$ cat src/rtl/alu_pkg.sv
// Shared op codes, FSM state encoding and signedness helpers for the alu_pipe slice.
// M-extension items are only referenced when ALU_MULDIV_EN is defined.
package alu_pkg;

   localparam logic [4:0] OP_ADD  = 5'b00000;
   localparam logic [4:0] OP_SUB  = 5'b01000;
   localparam logic [4:0] OP_SLL  = 5'b00001;
   localparam logic [4:0] OP_SLT  = 5'b00010;
   localparam logic [4:0] OP_SLTU = 5'b00011;
   localparam logic [4:0] OP_XOR  = 5'b00100;
   localparam logic [4:0] OP_SRL  = 5'b00101;
   localparam logic [4:0] OP_SRA  = 5'b01101;
   localparam logic [4:0] OP_OR   = 5'b00110;
   localparam logic [4:0] OP_AND  = 5'b00111;

   localparam logic [2:0] M_MUL    = 3'd0;
   localparam logic [2:0] M_MULH   = 3'd1;
   localparam logic [2:0] M_MULHSU = 3'd2;
   localparam logic [2:0] M_MULHU  = 3'd3;
   localparam logic [2:0] M_DIV    = 3'd4;
   localparam logic [2:0] M_DIVU   = 3'd5;
   localparam logic [2:0] M_REM    = 3'd6;
   localparam logic [2:0] M_REMU   = 3'd7;

   // Divide by zero: quotient is all-ones, remainder is the dividend.
   localparam logic DIVZ_QUOT_FILL = 1'b1;

   typedef enum logic {
      IDLE = 1'b0,
      BUSY = 1'b1
   } alu_state_e;

   function automatic logic m_signed_a(input logic [2:0] f);
      return (f == M_MULH) || (f == M_MULHSU) || (f == M_DIV) || (f == M_REM);
   endfunction

   function automatic logic m_signed_b(input logic [2:0] f);
      return (f == M_MULH) || (f == M_DIV) || (f == M_REM);
   endfunction

endpackage

$ cat src/rtl/alu_pipe_if.sv
// Valid/ready operand and result bus of alu_pipe; master drives ops and consumes results.
interface alu_pipe_if #(parameter int unsigned XLEN = 32);
   logic            in_valid;
   logic            in_ready;
   logic [4:0]      alu_op;
   logic [XLEN-1:0] operand1;
   logic [XLEN-1:0] operand2;
   logic            out_valid;
   logic            out_ready;
   logic [XLEN-1:0] alu_out;
   logic            out_err;

   modport master (
      output in_valid, alu_op, operand1, operand2, out_ready,
      input  in_ready, out_valid, alu_out, out_err
   );

   modport slave (
      input  in_valid, alu_op, operand1, operand2, out_ready,
      output in_ready, out_valid, alu_out, out_err
   );
endinterface

$ cat src/rtl/alu_muldiv_iter.sv
// Iterative RV M-extension unit (built only with ALU_MULDIV_EN): radix-2 shift-add
// multiply / restoring divide on magnitudes, exactly XLEN iterations, sign fixed at the end.
module alu_muldiv_iter
   import alu_pkg::*;
#(
   parameter int unsigned XLEN = 32
) (
   input  logic            clk,
   input  logic            rst_n,
   input  logic            kill,
   input  logic            start,
   input  logic [2:0]      func,
   input  logic [XLEN-1:0] op_a,
   input  logic [XLEN-1:0] op_b,
   output logic            done,
   output logic [XLEN-1:0] result
);
   localparam int unsigned CNT_W = $clog2(XLEN);

   logic              run;
   logic [CNT_W-1:0]  cnt;
   logic [XLEN-1:0]   hi, lo, mc, a_raw, hi_n, lo_n;
   logic [2:0]        func_q;
   logic              neg_q, neg_r, b_zero;
   logic              a_neg, b_neg;
   logic [XLEN-1:0]   mag_a, mag_b, quo, rem;
   logic [XLEN:0]     sum, sh, diff;
   logic [2*XLEN-1:0] prod;

   always_comb begin
      a_neg = m_signed_a(func) && op_a[XLEN-1];
      b_neg = m_signed_b(func) && op_b[XLEN-1];
      mag_a = a_neg ? -op_a : op_a;
      mag_b = b_neg ? -op_b : op_b;
   end

   // hi:lo is the product for multiply and remainder:quotient for divide.
   always_comb begin
      sum  = {1'b0, hi} + (lo[0] ? {1'b0, mc} : '0);
      sh   = {hi, lo[XLEN-1]};
      diff = sh - {1'b0, mc};
      if (func_q[2]) begin
         hi_n = diff[XLEN] ? sh[XLEN-1:0] : diff[XLEN-1:0];
         lo_n = {lo[XLEN-2:0], ~diff[XLEN]};
      end else begin
         hi_n = sum[XLEN:1];
         lo_n = {sum[0], lo[XLEN-1:1]};
      end
   end

   assign done = run && (cnt == CNT_W'(XLEN - 1));

   always_ff @(posedge clk or negedge rst_n) begin
      if (!rst_n) begin
         run    <= 1'b0;
         cnt    <= '0;
         hi     <= '0;
         lo     <= '0;
         mc     <= '0;
         a_raw  <= '0;
         func_q <= '0;
         neg_q  <= 1'b0;
         neg_r  <= 1'b0;
         b_zero <= 1'b0;
      end else if (kill) begin
         run <= 1'b0;
      end else if (start) begin
         run    <= 1'b1;
         cnt    <= '0;
         hi     <= '0;
         lo     <= mag_a;
         mc     <= mag_b;
         a_raw  <= op_a;
         func_q <= func;
         neg_q  <= a_neg ^ b_neg;
         neg_r  <= a_neg;
         b_zero <= (op_b == '0);
      end else if (run) begin
         hi  <= hi_n;
         lo  <= lo_n;
         cnt <= cnt + 1'b1;
         if (done) run <= 1'b0;
      end
   end

   // Result is taken from the final iteration's next-state so it lands on the done edge.
   always_comb begin
      prod = neg_q ? -{hi_n, lo_n} : {hi_n, lo_n};
      quo  = neg_q ? -lo_n : lo_n;
      rem  = neg_r ? -hi_n : hi_n;
      case (func_q)
         M_MUL:                     result = prod[XLEN-1:0];
         M_MULH, M_MULHSU, M_MULHU: result = prod[2*XLEN-1:XLEN];
         M_DIV, M_DIVU:             result = b_zero ? {XLEN{DIVZ_QUOT_FILL}} : quo;
         default:                   result = b_zero ? a_raw : rem;
      endcase
   end

endmodule

$ cat src/rtl/alu_pipe.sv
// Handshaked EX-stage ALU: registered RV base ops in one cycle; with ALU_MULDIV_EN defined,
// M-extension ops run XLEN+1 cycles in alu_muldiv_iter while upstream is stalled.
module alu_pipe
   import alu_pkg::*;
#(
   parameter int unsigned XLEN = 32
) (
   input  logic       clk,
   input  logic       rst_n,
   input  logic       flush,
   alu_pipe_if.slave  bus
);
   localparam int unsigned SHAMT_W = $clog2(XLEN);

   alu_state_e         state_q, state_d;
   logic               ready_en, busy, accept, out_fire, m_sel, m_done;
   logic [XLEN-1:0]    a, b, base_res, m_result, alu_out_q;
   logic [SHAMT_W-1:0] shamt;
   logic               base_err, out_valid_q, out_err_q;

   assign a     = bus.operand1;
   assign b     = bus.operand2;
   assign shamt = b[SHAMT_W-1:0];

   always_comb begin
      base_res = '0;
      base_err = 1'b0;
      case (bus.alu_op)
         OP_ADD:  base_res = a + b;
         OP_SUB:  base_res = a - b;
         OP_SLL:  base_res = a << shamt;
         OP_SLT:  base_res = {{(XLEN-1){1'b0}}, $signed(a) < $signed(b)};
         OP_SLTU: base_res = {{(XLEN-1){1'b0}}, a < b};
         OP_XOR:  base_res = a ^ b;
         OP_SRL:  base_res = a >> shamt;
         OP_SRA:  base_res = $unsigned($signed(a) >>> shamt);
         OP_OR:   base_res = a | b;
         OP_AND:  base_res = a & b;
         default: base_err = 1'b1;
      endcase
   end

`ifdef ALU_MULDIV_EN
   assign m_sel = bus.alu_op[4] && !bus.alu_op[3];

   alu_muldiv_iter #(.XLEN(XLEN)) u_muldiv (
      .clk    (clk),
      .rst_n  (rst_n),
      .kill   (flush),
      .start  (accept && m_sel),
      .func   (bus.alu_op[2:0]),
      .op_a   (a),
      .op_b   (b),
      .done   (m_done),
      .result (m_result)
   );
`else
   assign m_sel    = 1'b0;
   assign m_done   = 1'b0;
   assign m_result = '0;
`endif

   always_ff @(posedge clk or negedge rst_n) begin
      if (!rst_n) ready_en <= 1'b0;
      else        ready_en <= 1'b1;
   end

   always_ff @(posedge clk or negedge rst_n) begin
      if (!rst_n) state_q <= IDLE;
      else        state_q <= state_d;
   end

   always_comb begin
      state_d = state_q;
      if (flush) begin
         state_d = IDLE;
      end else begin
         case (state_q)
            IDLE:    if (accept && m_sel) state_d = BUSY;
            BUSY:    if (m_done) state_d = IDLE;
            default: state_d = IDLE;
         endcase
      end
   end

   always_comb begin
      busy         = (state_q == BUSY);
      bus.in_ready = ready_en && !busy && (!out_valid_q || bus.out_ready);
   end

   assign accept   = bus.in_valid && bus.in_ready && !flush;
   assign out_fire = out_valid_q && bus.out_ready;

   // Accepting an M op falls through to the out_fire branch, retiring any held result.
   always_ff @(posedge clk or negedge rst_n) begin
      if (!rst_n) begin
         out_valid_q <= 1'b0;
         out_err_q   <= 1'b0;
         alu_out_q   <= '0;
      end else if (flush) begin
         out_valid_q <= 1'b0;
         out_err_q   <= 1'b0;
         alu_out_q   <= '0;
      end else if (m_done) begin
         out_valid_q <= 1'b1;
         out_err_q   <= 1'b0;
         alu_out_q   <= m_result;
      end else if (accept && !m_sel) begin
         out_valid_q <= 1'b1;
         out_err_q   <= base_err;
         alu_out_q   <= base_res;
      end else if (out_fire) begin
         out_valid_q <= 1'b0;
      end
   end

   assign bus.out_valid = out_valid_q;
   assign bus.out_err   = out_err_q;
   assign bus.alu_out   = alu_out_q;

endmodule

$ cat src/flat_wrapper.sv
// flat-port wrapper written by rule: the top's interface ports become plain ports
module alu_pipe_flat import alu_pkg::*;
#(
   parameter int unsigned XLEN = 32
)
  (clk, rst_n, flush, bus_in_valid, bus_alu_op, bus_operand1, bus_operand2, bus_out_ready, bus_in_ready, bus_out_valid, bus_alu_out, bus_out_err);
  alu_pipe_if #(.XLEN(XLEN)) bus_i ();
  input  logic clk;
  input  logic rst_n;
  input  logic flush;
  input wire logic [$bits(bus_i.in_valid)-1:0] bus_in_valid;
  input wire logic [$bits(bus_i.alu_op)-1:0] bus_alu_op;
  input wire logic [$bits(bus_i.operand1)-1:0] bus_operand1;
  input wire logic [$bits(bus_i.operand2)-1:0] bus_operand2;
  input wire logic [$bits(bus_i.out_ready)-1:0] bus_out_ready;
  output wire logic [$bits(bus_i.in_ready)-1:0] bus_in_ready;
  output wire logic [$bits(bus_i.out_valid)-1:0] bus_out_valid;
  output wire logic [$bits(bus_i.alu_out)-1:0] bus_alu_out;
  output wire logic [$bits(bus_i.out_err)-1:0] bus_out_err;
  assign bus_i.in_valid = bus_in_valid;
  assign bus_i.alu_op = bus_alu_op;
  assign bus_i.operand1 = bus_operand1;
  assign bus_i.operand2 = bus_operand2;
  assign bus_i.out_ready = bus_out_ready;
  assign bus_in_ready = bus_i.in_ready;
  assign bus_out_valid = bus_i.out_valid;
  assign bus_alu_out = bus_i.alu_out;
  assign bus_out_err = bus_i.out_err;
  alu_pipe #(.XLEN(XLEN)) u_core (.clk(clk), .rst_n(rst_n), .flush(flush), .bus(bus_i));
endmodule
$ cat config.mk
export PLATFORM = sky130hd
export DESIGN_NAME = alu_pipe_flat
export DESIGN_NICKNAME = d
export VERILOG_FILES = /design/src/rtl/alu_pkg.sv /design/src/rtl/alu_pipe_if.sv /design/src/rtl/alu_muldiv_iter.sv /design/src/rtl/alu_pipe.sv /design/src/flat_wrapper.sv
export SDC_FILE = /design/constraint.sdc
export NUM_CORES = 1
export LEC_CHECK = 0
export CORE_MARGIN = 5
export CORE_UTILIZATION = 50
export CTS_CLUSTER_DIAMETER = 100
export DETAILED_ROUTE_END_ITERATION = 6
export PLACE_DENSITY = 0.72
export SKIP_CTS_REPAIR_TIMING = 1
export SLEW_MARGIN = 20
export SYNTH_ARGS = -nofsm -noshare
export SYNTH_HDL_FRONTEND = slang
export SYNTH_HIERARCHICAL = 1
export SYNTH_SLANG_ARGS = --single-unit
$ cat constraint.sdc
create_clock -name clk -period 3.7 [get_ports clk]
set_input_delay 0.37 -clock clk [delete_from_list [all_inputs] [get_ports clk]]
set_output_delay 0.37 -clock clk [all_outputs]
set_load 0.005 [all_outputs]
==> impl_metrics.csv <==
group,metric,value,unit
floorplan,die_h,152,um
critical_path,slowest_delay,480,ps
critical_path,path_common_cell,"a211o_1",
final_layout,syn_to_final_growth,21.3,%
synth,netlist.area_leader.share,12.3,%
floorplan,ioPinCount,109,
synth,synthFlopType,"dfrtp_1",
critical_path,regToRegSetupSlack,1180,ps
synth,synth.avg_cell_area,7.55,um^2
placed_design,hpwl,38800,um
routing,dr.pass1.iters,6,
floorplan,die_area,0.0233,mm^2
routing,ant_nets,0,
critical_path,startpoint_type,"primary input",
cts,cts_max_level,2,
synth,synthTopCellsByArea,"ha_1 12%, mux4_2 12%, dfrtp_1 8.6%, mux2i_1 5.4%, a21oi_1 5.2%",
timing,fin_crit,3460,ps
cts,cts_tree,"done",
synth,ys_types,84,
power_and_ir_drop,power,2.47,mW
critical_path,path_delay_family,"compound AO/OA/AOI/OAI gates",
critical_path,critPathCaptureType,"flop",
timing,post-route-period-util,93.4,%
final_layout,stdcell_area,0.0123,mm^2
routing,vias,12300,
global_route,grt_max_degree,58,
timing,max_freq,289,MHz
timing,worst_clock_skew,5.64,ps
timing,slew_violations,0,
global_route,grt_pass1_vias,11300,
cts,insertion_delay,290,ps
floorplan,die_w,152,um
run_status,status,"finished, final reports clean",
placed_design,dp.cells,1752,
critical_path,cp_max_fo,6,
synth,synth_edf_count,0,
synth,synth_seq_cells,35,
cts,cts_buffer_depth,2,
placed_design,place_congestion,1.06,
routing,totalWireLength,48100,um
timing,rsz0062_at_grt,"false",
floorplan,fp-row-count,52,
critical_path,rr_endpoint,"u_core/bus.alu_out[14]",
power_and_ir_drop,ir_drop,155,uV
routing,wire_per_inst,27.4,um
final_layout,finalNonFillerCells,1759,
cts,clkSlewWorstSetupHoldPaths,60,ps
synth,synth_area,0.0102,mm^2
critical_path,arrival,3690,ps
synth,synth_top_cell_by_area,"ha_1",
timing,finalHoldViolCount,0,
floorplan,core,0.0201,mm^2
worst_hold_path,worstHoldPathType,"in2async",
timing,timing.final.ws_setup,244,ps
synth,synthCells,1344,
routing,vias_per_cell,6.98,
critical_path,slowest_stage,"a2111o_1",
critical_path,reg2reg_depth,7,
routing,route.detailed.drc,0,
power_and_ir_drop,powerDensity,200,mW/mm^2
global_route,grt_pass1_wl,71000,um
global_route,overflow,0,
synth,yosys_warnings,6,
final_layout,diodes,0,
placed_design,dpl_cell_area,0.0122,mm^2
routing,dr.first_iter.drc_count,1856,
cts,numCtsBuffers,5,
critical_path,worstPathCellList,"clkdlybuf4s50_1, ha_1, fa_1, a211o_1, a2111o_1, a31o_4, o311ai_4, a21oi_2, o41a_1, a31oi_1, a211o_1",
flow_run,drv_cap,0,
final_layout,drive_above_1_share,15.8,%
final_layout,nets,1665,
timing,slew-limit-headroom,42.7,%
placed_design,place_ws,34.1,ps
synth,yosysSeqAreaShare,8.63,%
critical_path,critPathKind,"in2reg",
global_route,grt_use_total,39.2,%
placed_design,port-buffer-count,108,
global_route,antenna_found_initial,2,
critical_path,r2r_start,"u_core/bus.out_valid",
synth,ys_async_sr_fraction,100,%
critical_path,required,3930,ps
floorplan,start_util,50.5,%
cts,clock_sinks,35,
synth,synth.net_count,1520,
timing,setup_viol,0,
timing,setup_tns,0,ps
timing,tightest_slew,859,ps
critical_path,crit_buf_inv,1,
power_and_ir_drop,p_leak,5.22,nW
cts,cts_root_buf,"clkbuf_16",
cell families after synthesis:
family	count (synthesis)	synth area share [%]
xor+xnor	21	1.81
flops	35	8.63
other cells	1	0.0369
fa+ha+maj	102	12.7
compound gates	468	31.8
mux	121	18.7
buf+inv	200	7.99
simple gates	396	18.3
flip-flops by register name, summed over array words and instances (netlist names):
signal,flops
u_core/ready_en,1
u_core/bus.out_valid,1
u_core/bus.out_err,1
u_core/bus.alu_out,32
worst max-delay path by stage:
stage                          startpoint                     end  cells past startpoint
after floorplan           bus_operand2[2]  u_core/bus.alu_out[30]                     14
after detailed placement  bus_operand1[0]  u_core/bus.alu_out[30]                     11
after CTS                 bus_operand1[0]  u_core/bus.alu_out[30]                     11
after global routing      bus_operand1[0]  u_core/bus.alu_out[30]                     15
final                     bus_operand1[0]  u_core/bus.alu_out[30]                     11
after global placement    bus_operand1[0]  u_core/bus.alu_out[30]                     11
metal layers:
layer  vias to the layer above  global-route usage (%)  share of wire (%)
met4                         4                    12.3                4.1
met1                      5822                    55.9                 40
met5                         -                       0              0.069
met2                       935                    59.3                 42
met3                       142                    8.55                 13
li1                       5379                       -                  -
area by class of cell:
| type | instances | area, um^2 |
|---|---|---|
| Clock inverter | 1 | 5.00 |
| Timing Repair Buffer | 242 | 2110 |
| Multi-Input combinational cell | 1109 | 8480 |
| Fill cell | 1855 | 7790 |
| Sequential cell | 35 | 876 |
| Inverter | 96 | 360 |
| Clock buffer | 6 | 139 |
| Tap cell | 270 | 338 |
where the power goes:
group | switching, mW | internal, mW
sequential | 0.00749 | 0.393
combinational | 0.973 | 0.655
clock | 0.176 | 0.263
total | 1.16 | 1.31
placed cells by master (no fill, tap or decap), types with 25 or more instances in the layout:
master / instances
a21oi_1: 105
clkdlybuf4s50_1: 103
nand2_1: 90
nor2_1: 137
ha_1: 100
nor3_1: 42
mux4_2: 54
dfrtp_1: 35
inv_1: 93
nand3_1: 25
o21ai_0: 92
buf_4: 131
mux2i_1: 55
synth_stat cells, types with 6 or more instances:
master / number
a2111oi_0: 8
a211o_1: 8
a211oi_1: 22
a21o_1: 14
a21oi_1: 106
a221o_1: 8
a221oi_1: 15
a22o_1: 6
a22oi_1: 24
a31oi_1: 20
and2_1: 9
and3_1: 8
buf_1: 11
buf_2: 21
clkbuf_1: 67
dfrtp_1: 35
ha_1: 100
inv_1: 94
mux2_2: 12
mux2i_1: 55
mux4_2: 54
nand2_1: 90
nand2b_1: 16
nand3_1: 25
nand4_1: 6
nor2_1: 137
nor2b_1: 14
nor3_1: 43
nor4_1: 10
o2111ai_1: 6
o211ai_1: 23
o21a_1: 7
o21ai_0: 92
o21ai_1: 8
o21bai_1: 7
o221ai_1: 12
o22ai_1: 8
o31a_1: 6
o31ai_1: 11
or2_2: 6
or3_1: 14
xnor2_1: 16
metrics by stage:
stage          hold WS [ps]  utilization, %
2_1_floorplan          74.4               -
5_1_grt                 261            61.2
6_report                191            61.2
3_3_place_gp            458            60.5
3_5_place_dp            470            60.5
4_1_cts                 215            61.2
Note: power is estimated with default switching activity, not from simulation.
